--- src/rtl/result_drain_pkg.sv ---
// Shared types and constants for the result-memory drain stage.
package result_drain_pkg;

  localparam int DEF_ADDR_W     = 7;
  localparam int DEF_DATA_W     = 32;
  localparam int DEF_NUM_WORDS  = 80;
  localparam int DEF_FIFO_DEPTH = 4;

  // Edges between driving addrO and the returned word entering the FIFO.
  localparam int RD_LAT = 2;

  typedef enum logic [1:0] {
    IDLE,
    DRAIN,
    FLUSH,
    DONE
  } state_t;

endpackage

--- src/rtl/result_drain_if.sv ---
// Core-side read port plus downstream valid/ready stream of the drain stage.
interface result_drain_if
  import result_drain_pkg::*;
#(
  parameter int ADDR_W = DEF_ADDR_W,
  parameter int DATA_W = DEF_DATA_W
);
  logic              ap_done;
  logic [ADDR_W-1:0] addrO;
  logic [DATA_W-1:0] dataO;
  logic              m_valid;
  logic              m_ready;
  logic [DATA_W-1:0] m_data;
  logic              m_last;
  logic              busy;
  logic              drain_done;

  modport master (
    input  ap_done, dataO, m_ready,
    output addrO, m_valid, m_data, m_last, busy, drain_done
  );

  modport slave (
    output ap_done, dataO, m_ready,
    input  addrO, m_valid, m_data, m_last, busy, drain_done
  );
endinterface

--- src/rtl/result_drain_sync_fifo.sv ---
// Small synchronous FIFO with fall-through head and occupancy count.
module sync_fifo #(
  parameter int W     = 8,
  parameter int DEPTH = 4,
  parameter int CNT_W = $clog2(DEPTH) + 1
) (
  input  logic             clk,
  input  logic             rst,
  input  logic             push,
  input  logic [W-1:0]     wdata,
  input  logic             pop,
  output logic [W-1:0]     rdata,
  output logic             full,
  output logic             empty,
  output logic [CNT_W-1:0] count
);
  localparam int PTR_W = $clog2(DEPTH);

  logic [DEPTH-1:0][W-1:0] mem;
  logic [PTR_W-1:0]        wptr, rptr;
  logic                    do_push, do_pop;

  assign empty   = (count == '0);
  assign full    = (count == CNT_W'(DEPTH));
  assign do_pop  = pop & ~empty;
  // A push into a full FIFO is only safe when the head leaves at the same edge.
  assign do_push = push & (~full | do_pop);
  assign rdata   = mem[rptr];

  always_ff @(posedge clk or posedge rst) begin
    if (rst) begin
      mem   <= '0;
      wptr  <= '0;
      rptr  <= '0;
      count <= '0;
    end else begin
      if (do_push) begin
        mem[wptr] <= wdata;
        wptr      <= wptr + PTR_W'(1);
      end
      if (do_pop) rptr <= rptr + PTR_W'(1);
      count <= count + CNT_W'(do_push) - CNT_W'(do_pop);
    end
  end

`ifndef SYNTHESIS
  push_when_full: assert property (@(posedge clk) disable iff (rst) !(push && full));
`endif

endmodule

--- src/rtl/result_drain.sv ---
// Sweeps the core result memory after ap_done rises and streams it out with
// credit-based issue so the skid FIFO can never overflow.
module result_drain
  import result_drain_pkg::*;
#(
  parameter int ADDR_W     = DEF_ADDR_W,
  parameter int DATA_W     = DEF_DATA_W,
  parameter int NUM_WORDS  = DEF_NUM_WORDS,
  parameter int FIFO_DEPTH = DEF_FIFO_DEPTH
) (
  input logic           clk,
  input logic           rst,
  result_drain_if.master bus
);
  localparam int CNT_W = $clog2(FIFO_DEPTH) + 1;
  localparam logic [ADDR_W-1:0] LAST_ADDR = ADDR_W'(NUM_WORDS - 1);

  state_t            state;
  logic              hist;
  logic [ADDR_W-1:0] rd_ptr;
  logic [RD_LAT:1]   vld_pipe;
  logic [RD_LAT:1]   last_pipe;
  logic [CNT_W-1:0]  inflight;

  logic              start, credit, issue, issue_last;
  logic [ADDR_W-1:0] issue_addr;
  logic [CNT_W:0]    outstanding;

  logic              push, pop;
  logic              fifo_full, fifo_empty;
  logic [CNT_W-1:0]  fifo_count;
  logic [DATA_W:0]   fifo_head;

  // Reads in flight are reserved FIFO slots, so issue only while space remains.
  always_comb begin
    start       = bus.ap_done & ~hist;
    outstanding = {1'b0, fifo_count} + {1'b0, inflight};
    credit      = outstanding < (CNT_W + 1)'(FIFO_DEPTH);
    issue_addr  = (state == IDLE) ? '0 : rd_ptr;
    issue       = 1'b0;
    case (state)
      IDLE:    issue = start & credit;
      DRAIN:   issue = credit;
      default: issue = 1'b0;
    endcase
    issue_last  = issue && (issue_addr == LAST_ADDR);
  end

  assign push = vld_pipe[RD_LAT];
  assign pop  = bus.m_valid & bus.m_ready;

  always_ff @(posedge clk or posedge rst) begin
    if (rst) begin
      state          <= IDLE;
      hist           <= 1'b1;
      rd_ptr         <= '0;
      vld_pipe       <= '0;
      last_pipe      <= '0;
      inflight       <= '0;
      bus.addrO      <= '0;
      bus.busy       <= 1'b0;
      bus.drain_done <= 1'b0;
    end else begin
      hist           <= bus.ap_done;
      vld_pipe       <= {vld_pipe[RD_LAT-1:1], issue};
      last_pipe      <= {last_pipe[RD_LAT-1:1], issue_last};
      inflight       <= inflight + CNT_W'(issue) - CNT_W'(push);
      bus.drain_done <= 1'b0;
      if (issue) begin
        bus.addrO <= issue_addr;
        rd_ptr    <= issue_addr + ADDR_W'(1);
      end
      case (state)
        IDLE: if (start) begin
          bus.busy <= 1'b1;
          if (!issue) rd_ptr <= '0;
          state <= issue_last ? FLUSH : DRAIN;
        end
        DRAIN: if (issue_last) state <= FLUSH;
        // An empty FIFO means no word is on the output, so no handshake is open.
        FLUSH: if (fifo_empty && inflight == '0) begin
          state          <= DONE;
          bus.busy       <= 1'b0;
          bus.drain_done <= 1'b1;
        end
        DONE: state <= IDLE;
        default: state <= IDLE;
      endcase
    end
  end

  sync_fifo #(
    .W     (DATA_W + 1),
    .DEPTH (FIFO_DEPTH),
    .CNT_W (CNT_W)
  ) u_fifo (
    .clk   (clk),
    .rst   (rst),
    .push  (push),
    .wdata ({last_pipe[RD_LAT], bus.dataO}),
    .pop   (pop),
    .rdata (fifo_head),
    .full  (fifo_full),
    .empty (fifo_empty),
    .count (fifo_count)
  );

  assign bus.m_valid = ~fifo_empty;
  assign {bus.m_last, bus.m_data} = fifo_head;

endmodule

--- src/flat_wrapper.sv ---
// flat-port wrapper written by rule: the top's interface ports become plain ports
module result_drain_flat import result_drain_pkg::*;
#(
  parameter int ADDR_W     = DEF_ADDR_W,
  parameter int DATA_W     = DEF_DATA_W,
  parameter int NUM_WORDS  = DEF_NUM_WORDS,
  parameter int FIFO_DEPTH = DEF_FIFO_DEPTH
)
  (clk, rst, bus_ap_done, bus_dataO, bus_m_ready, bus_addrO, bus_m_valid, bus_m_data, bus_m_last, bus_busy, bus_drain_done);
  result_drain_if #(.ADDR_W(ADDR_W), .DATA_W(DATA_W)) bus_i ();
  input logic clk;
  input logic rst;
  input wire logic [$bits(bus_i.ap_done)-1:0] bus_ap_done;
  input wire logic [$bits(bus_i.dataO)-1:0] bus_dataO;
  input wire logic [$bits(bus_i.m_ready)-1:0] bus_m_ready;
  output wire logic [$bits(bus_i.addrO)-1:0] bus_addrO;
  output wire logic [$bits(bus_i.m_valid)-1:0] bus_m_valid;
  output wire logic [$bits(bus_i.m_data)-1:0] bus_m_data;
  output wire logic [$bits(bus_i.m_last)-1:0] bus_m_last;
  output wire logic [$bits(bus_i.busy)-1:0] bus_busy;
  output wire logic [$bits(bus_i.drain_done)-1:0] bus_drain_done;
  assign bus_i.ap_done = bus_ap_done;
  assign bus_i.dataO = bus_dataO;
  assign bus_i.m_ready = bus_m_ready;
  assign bus_addrO = bus_i.addrO;
  assign bus_m_valid = bus_i.m_valid;
  assign bus_m_data = bus_i.m_data;
  assign bus_m_last = bus_i.m_last;
  assign bus_busy = bus_i.busy;
  assign bus_drain_done = bus_i.drain_done;
  result_drain #(.ADDR_W(ADDR_W), .DATA_W(DATA_W), .NUM_WORDS(NUM_WORDS), .FIFO_DEPTH(FIFO_DEPTH)) u_core (.clk(clk), .rst(rst), .bus(bus_i));
endmodule
--- config.mk ---
export PLATFORM = sky130hd
export DESIGN_NAME = result_drain_flat
export DESIGN_NICKNAME = d
export VERILOG_FILES = /design/src/rtl/result_drain_pkg.sv /design/src/rtl/result_drain_if.sv /design/src/rtl/result_drain_sync_fifo.sv /design/src/rtl/result_drain.sv /design/src/flat_wrapper.sv
export SDC_FILE = /design/constraint.sdc
export NUM_CORES = 1
export LEC_CHECK = 0
export CAP_MARGIN = 30
export CORE_MARGIN = 2
export CORE_UTILIZATION = 35
export CTS_BUF_LIST = sky130_fd_sc_hd__clkbuf_4 sky130_fd_sc_hd__clkbuf_8
export DETAILED_ROUTE_END_ITERATION = 12
export PLACE_DENSITY = 0.61
export SKIP_CTS_REPAIR_TIMING = 1
export SYNTH_ARGS = -nofsm -noshare
export SYNTH_HDL_FRONTEND = slang
export SYNTH_HIERARCHICAL = 1
export SYNTH_SLANG_ARGS = --single-unit
--- constraint.sdc ---
create_clock -name clk -period 14.92 [get_ports clk]
set_input_delay 3.73 -clock clk [delete_from_list [all_inputs] [get_ports clk]]
set_output_delay 3.73 -clock clk [all_outputs]
set_load 0.005 [all_outputs]
==> results of run 1 <==
==> registers in the layout (all words and copies together) (netlist names) <==
name and cells:
u_core/state 2, u_core/bus.drain_done 1, u_core/u_fifo/count 3, u_core/last_pipe 2
u_core/vld_pipe 2, u_core/inflight 3, u_core/hist 1, u_core/u_fifo/rptr 2
u_core/bus.busy 1, u_core/rd_ptr 7, u_core/u_fifo/wptr 2, u_core/u_fifo/mem 132
u_core/bus.addrO 7
==> per-layer routing <==
| metal | share of wire, % | vias up | GRT usage, % |
|---|---|---|---|
| li1 | - | 1930 | - |
| met1 | 44 | 2274 | 18.3 |
| met2 | 51 | 68 | 25.0 |
| met3 | 3.7 | 14 | 3.60 |
| met4 | 1.1 | 0 | 4.20 |
| met5 | 0 | - | 0 |
==> worst reg2reg max path: stages, from the launching register on <==
cell and delay, ns:
dfrtp_1 0.49, nor3_1 0.40, nor2b_1 0.15, nor4b_4 0.55
nand2b_1 0.26, ha_1 0.25, inv_1 0.06, ha_1 0.14
inv_1 0.05, fa_1 0.37, xnor2_1 0.14, xnor2_1 0.13
==> area by class of cell <==
cell class	instances	area [um2]
well taps	275	344
flip-flops and latches	165	4130
multi-input cells	275	3090
inverters	19	76.3
repair buffers	86	861
clock buffers	19	255
fillers	1973	12000
clock inverters	13	171
==> power groups by stage <==
stage,logic (mW),clock network (mW),registers [mW]
2_1_floorplan,0.559,0,0.742
3_3_place_gp,0.811,0,0.791
3_5_place_dp,0.832,0,0.810
4_1_cts,0.838,0.357,0.801
5_1_grt,0.901,0.376,0.830
6_report,0.818,0.344,0.798
==> worst max path at each step <==
stage / endpoint / slack, ns / start
CTS: bus_m_last / 8.42 / u_core/u_fifo/rptr[0]
global placement: u_core/u_fifo/count[2] / 8.58 / bus_m_ready
floorplan: u_core/u_fifo/count[0] / 7.47 / rst
finish: bus_m_last / 8.53 / u_core/u_fifo/rptr[0]
detailed placement: u_core/u_fifo/count[2] / 8.52 / bus_m_ready
global route: bus_m_data[30] / 8.33 / u_core/u_fifo/rptr[0]
==> out/results.tsv, run 1 <==
metric	value	unit
Worst R2R Setup Slack	11.82	ns
die area	22500	um2
WHS Path Cells	0	
Syn Nets	537	
Routed WL per cell	17.7	um
Seq pwr share	40.7	%
syn avg cell area	15.4	um2
gp weighted congestion	0.716	
slowest CP cell	mux4_2	
Slew Viols, Final	0	
VDD IR-drop max	0.0794	mV
Internal Power	1.37	mW
Setup Slack @ Placement	8.52	ns
Sw Share	30.3	%
number of global-route vias before repair	4732	
H-tree depth	4	
Starting Density	35.6	%
largest net degree at the start of global routing	71	
RSZ-0062 raised after global routing	no	
dpl cell area	8500	um2
clk_skew	0.0117	ns
TritonCTS clock tree	done	
status	complete, no violations	
P&R area growth vs syn	19.5	%
Critical Path Fanout Max	27	
worst skew pair latency	0.46	ns
commonest non-fill, non-tap cell in the layout	dfrtp_1	
worst r2r dst	u_core/u_fifo/count[2]	
maxcap violations	0	
Hold EP	u_core/vld_pipe[2]	
Final min period	6.39	ns
layout cell share with drive strength beyond 1	38.5	%
clk buf depth	2	
Largest stage delay, worst path	0.61	ns
Hold WS	0.354	ns
CP bufs+invs	2	
Global Route Usage Sum	14.6	%
setup TNS	0	ns
Worst-Margin Slew	1.00	ns
Data arrival, critical path	2.66	ns
most frequent cells in the layout	dfrtp_1 (162), mux2_2 (136), clkdlybuf4s50_1 (78)	
Hold Crit Class	reg2reg	
Rel. slew slack	33.0	%
ant diodes	0	
DRC	0	
Rows	53	
Crit path max-delay family	buffers and inverters	
final setup margin	8.53	ns
worst reg2reg startpoint	u_core/u_fifo/count[1]	
Final HPWL DP	9840	um
critical path depth	3	
DRT antenna net count	0	
Worst-path clk slew	0.09	ns
Gate Count Post-Synth	486	
vias per cell	5.03	
drt initial violations	138	
period utilization	42.8	%
die width	150	um
YS warnings	6	
grt total ovfl	0	
DR vias	4286	
Total Power	1.96	mW
final-report hold violation count	0	
Root Driver	clkbuf_8	
core box area	21000	um2
I/O pins	79	
Max Freq	0.156	GHz
Comb pwr share	41.7	%
IO buf count	78	
Layout Utilization	42.6	%
Inst Count DP	820	
final net count	615	
Register-to-Register Path Depth	11	
CP Capture Type	primary output	
Die H	150	um
Mapped Area	7470	um2
Num CTS Buffers	17	
Worst Setup Start Kind	flip-flop	
Clock Sinks	165	
final std cells w/o fill	852	
HP Start	u_core/vld_pipe[1]	
P_sw	0.593	mW
final WL	15100	um
drt pass-1 iters	4	
Cell Pwr Density	220	nW/um2
required time worst endpoint	11.19	ns
Setup CP Type	reg2out	
final setup vio count	0	
Leak	3.59	nW
clock network power share	17.5	%
crit path cell chain	buf_4 > mux4_2 > clkdlybuf4s50_1	
initial antenna violation count	0	
final instance area	8930	um2
first-pass GRT wire length	25200	um
(Power assumes the default switching activity.)
==> run 2, diff against run 1 <==
==> constraint.sdc (replaced) <==
create_clock -name clk -period 6.7 [get_ports clk]
set_input_delay 1.675 -clock clk [delete_from_list [all_inputs] [get_ports clk]]
set_output_delay 1.675 -clock clk [all_outputs]
set_load 0.005 [all_outputs]
==> run 2 against run 1 <==
Compared with the run above: die area is the same; largest cell class unchanged; clock-buffer cell count shrank 1; cell area shrank 0.64%; clock power grew 87%; flip-flop and latch count is the same; highest routed layer unchanged; hold slack lost 0.0035 ns; global-route usage is essentially flat.
==> out/results.tsv, run 2 (synthesis results as in run 1) <==
metric	value	unit	change
Worst-path clk slew	0.08	ns	about the same
die area	22500	um2	unchanged
Final min period	4.46	ns	
Leak	3.56	nW	-0.93%
VDD IR-drop max	0.174	mV	+120%
Total Power	4.25	mW	+120%
ant diodes	0		unchanged
max reg flops	132		unchanged
maxcap violations	0		unchanged
Final HPWL DP	9940	um	+1.0%
vias per cell	5.01		-0.44%
drt pass-1 iters	4		unchanged
die width	150	um	unchanged
Largest stage delay, worst path	0.77	ns	+0.16 ns
Comb pwr share	43.4	%	+1.7 points
Hold EP	u_core/last_pipe[2]		
Rows	53		unchanged
required time worst endpoint	5.03	ns	-6.16 ns
IO buf count	78		unchanged
setup TNS	0	ns	unchanged
Internal Power	2.93	mW	+110%
layout cell share with drive strength beyond 1	38.5	%	unchanged
biggest registers after layout	u_core/u_fifo/mem: 132 flops, u_core/bus.addrO: 7 flops, u_core/rd_ptr: 7 flops		
Global Route Usage Sum	14.6	%	+0.049 points
slowest CP cell	dfrtp_2		
Cell Pwr Density	480	nW/um2	+120%
final instance area	8870	um2	-0.64%
Top reg by flops	u_core/u_fifo/mem		
Rel. slew slack	46.7	%	+14 points
WHS Path Cells	0		unchanged
DRC	0		unchanged
Worst-Margin Slew	0.799	ns	-0.206 ns
final net count	616		+0.16%
number of global-route vias before repair	4777		+0.95%
H-tree depth	4		unchanged
final std cells w/o fill	852		unchanged
commonest non-fill, non-tap cell in the layout	dfrtp_1		
Root Driver	clkbuf_8		
TritonCTS clock tree	done		
worst skew pair latency	0.46	ns	about the same
gp weighted congestion	0.745		+4.1%
Max Freq	0.224	GHz	
clk buf depth	2		unchanged
Sw Share	31.1	%	+0.82 points
I/O pins	79		unchanged
worst reg2reg startpoint	u_core/u_fifo/count[1]		
clk_skew	0.0154	ns	+0.00373 ns
first-pass GRT wire length	25100	um	-0.33%
CP Capture Type	primary output		
HP Start	u_core/last_pipe[1]		
largest net degree at the start of global routing	90		+27%
DR vias	4267		-0.44%
Hold Crit Class	reg2reg		
Inst Count DP	820		unchanged
grt total ovfl	0		unchanged
crit path cell chain	buf_4 > mux4_2 > clkdlybuf4s50_1		
clock network power share	15.1	%	-2.4 points
Seq pwr share	41.5	%	+0.8 points
final WL	15300	um	+1.1%
initial antenna violation count	0		unchanged
status	complete, no violations		
RSZ-0062 raised after global routing	no		
final setup margin	2.24	ns	-6.29 ns
worst r2r dst	u_core/u_fifo/count[2]		
Worst R2R Setup Slack	3.61	ns	-8.21 ns
Data arrival, critical path	2.79	ns	+0.13 ns
Layout Utilization	42.3	%	-0.27 points
drt initial violations	186		+35%
Worst Setup Start Kind	flip-flop		
fill count	1960		-0.66%
Register-to-Register Path Depth	11		unchanged
P_sw	1.32	mW	+120%
Starting Density	35.6	%	unchanged
P&R area growth vs syn	18.8	%	
dpl cell area	8500	um2	unchanged
Die H	150	um	unchanged
DRT antenna net count	0		unchanged
CP bufs+invs	2		unchanged
final-report hold violation count	0		unchanged
Crit path max-delay family	buffers and inverters		
Setup Slack @ Placement	2.34	ns	-6.17 ns
Slew Viols, Final	0		unchanged
period utilization	66.6	%	
Critical Path Fanout Max	20		-26%
Hold WS	0.350	ns	-0.00346 ns
most frequent cells in the layout	dfrtp_1 (162), mux2_2 (136), clkdlybuf4s50_1 (78)		
Num CTS Buffers	17		unchanged
Routed WL per cell	17.9	um	+1.1%
Setup CP Type	reg2out		
core box area	21000	um2	unchanged
final setup vio count	0		unchanged
Clock Sinks	165		unchanged
[run 2: cell type report]
| type | instances | area [um2] | area share, % |
|---|---|---|---|
| clock buffer | 18 | 248 | 2.79 |
| multi-input combinational | 275 | 3090 | 34.8 |
| sequential | 165 | 4130 | 46.6 |
| tap | 275 | 344 | 3.88 |
| timing repair buffer | 87 | 881 | 9.93 |
| clock inverter | 13 | 101 | 1.14 |
| inverter | 19 | 76.3 | 0.860 |
[run 2: worst max-delay path by stage]
stage | from | to | slack [ns] | cells past startpoint
2_1_floorplan | rst | u_core/u_fifo/count[0] | 1.30 | 1
3_3_place_gp | bus_m_ready | u_core/u_fifo/count[2] | 2.41 | 11
3_5_place_dp | bus_m_ready | u_core/u_fifo/count[2] | 2.34 | 11
4_1_cts | u_core/u_fifo/rptr[0] | bus_m_last | 2.09 | 3
5_1_grt | u_core/u_fifo/rptr[0] | bus_m_data[30] | 2.00 | 3
6_report | u_core/u_fifo/rptr[0] | bus_m_data[26] | 2.24 | 3
[run 2: metal layers]
metal	share of wire, %	up-vias	GRT usage (%)
met5	0	-	0
met4	1.2	0	5.14
met3	3.3	14	3.14
met2	51	64	25.4
met1	44	2259	18.0
li1	-	1930	-
[run 2: power groups by stage]
stage	registers, mW	clock network (mW)	logic, mW
6_report	1.76	0.644	1.85
5_1_grt	1.83	0.714	2.02
4_1_cts	1.80	0.672	1.85
3_5_place_dp	1.83	0	1.84
3_3_place_gp	1.78	0	1.79
2_1_floorplan	1.65	0	1.24
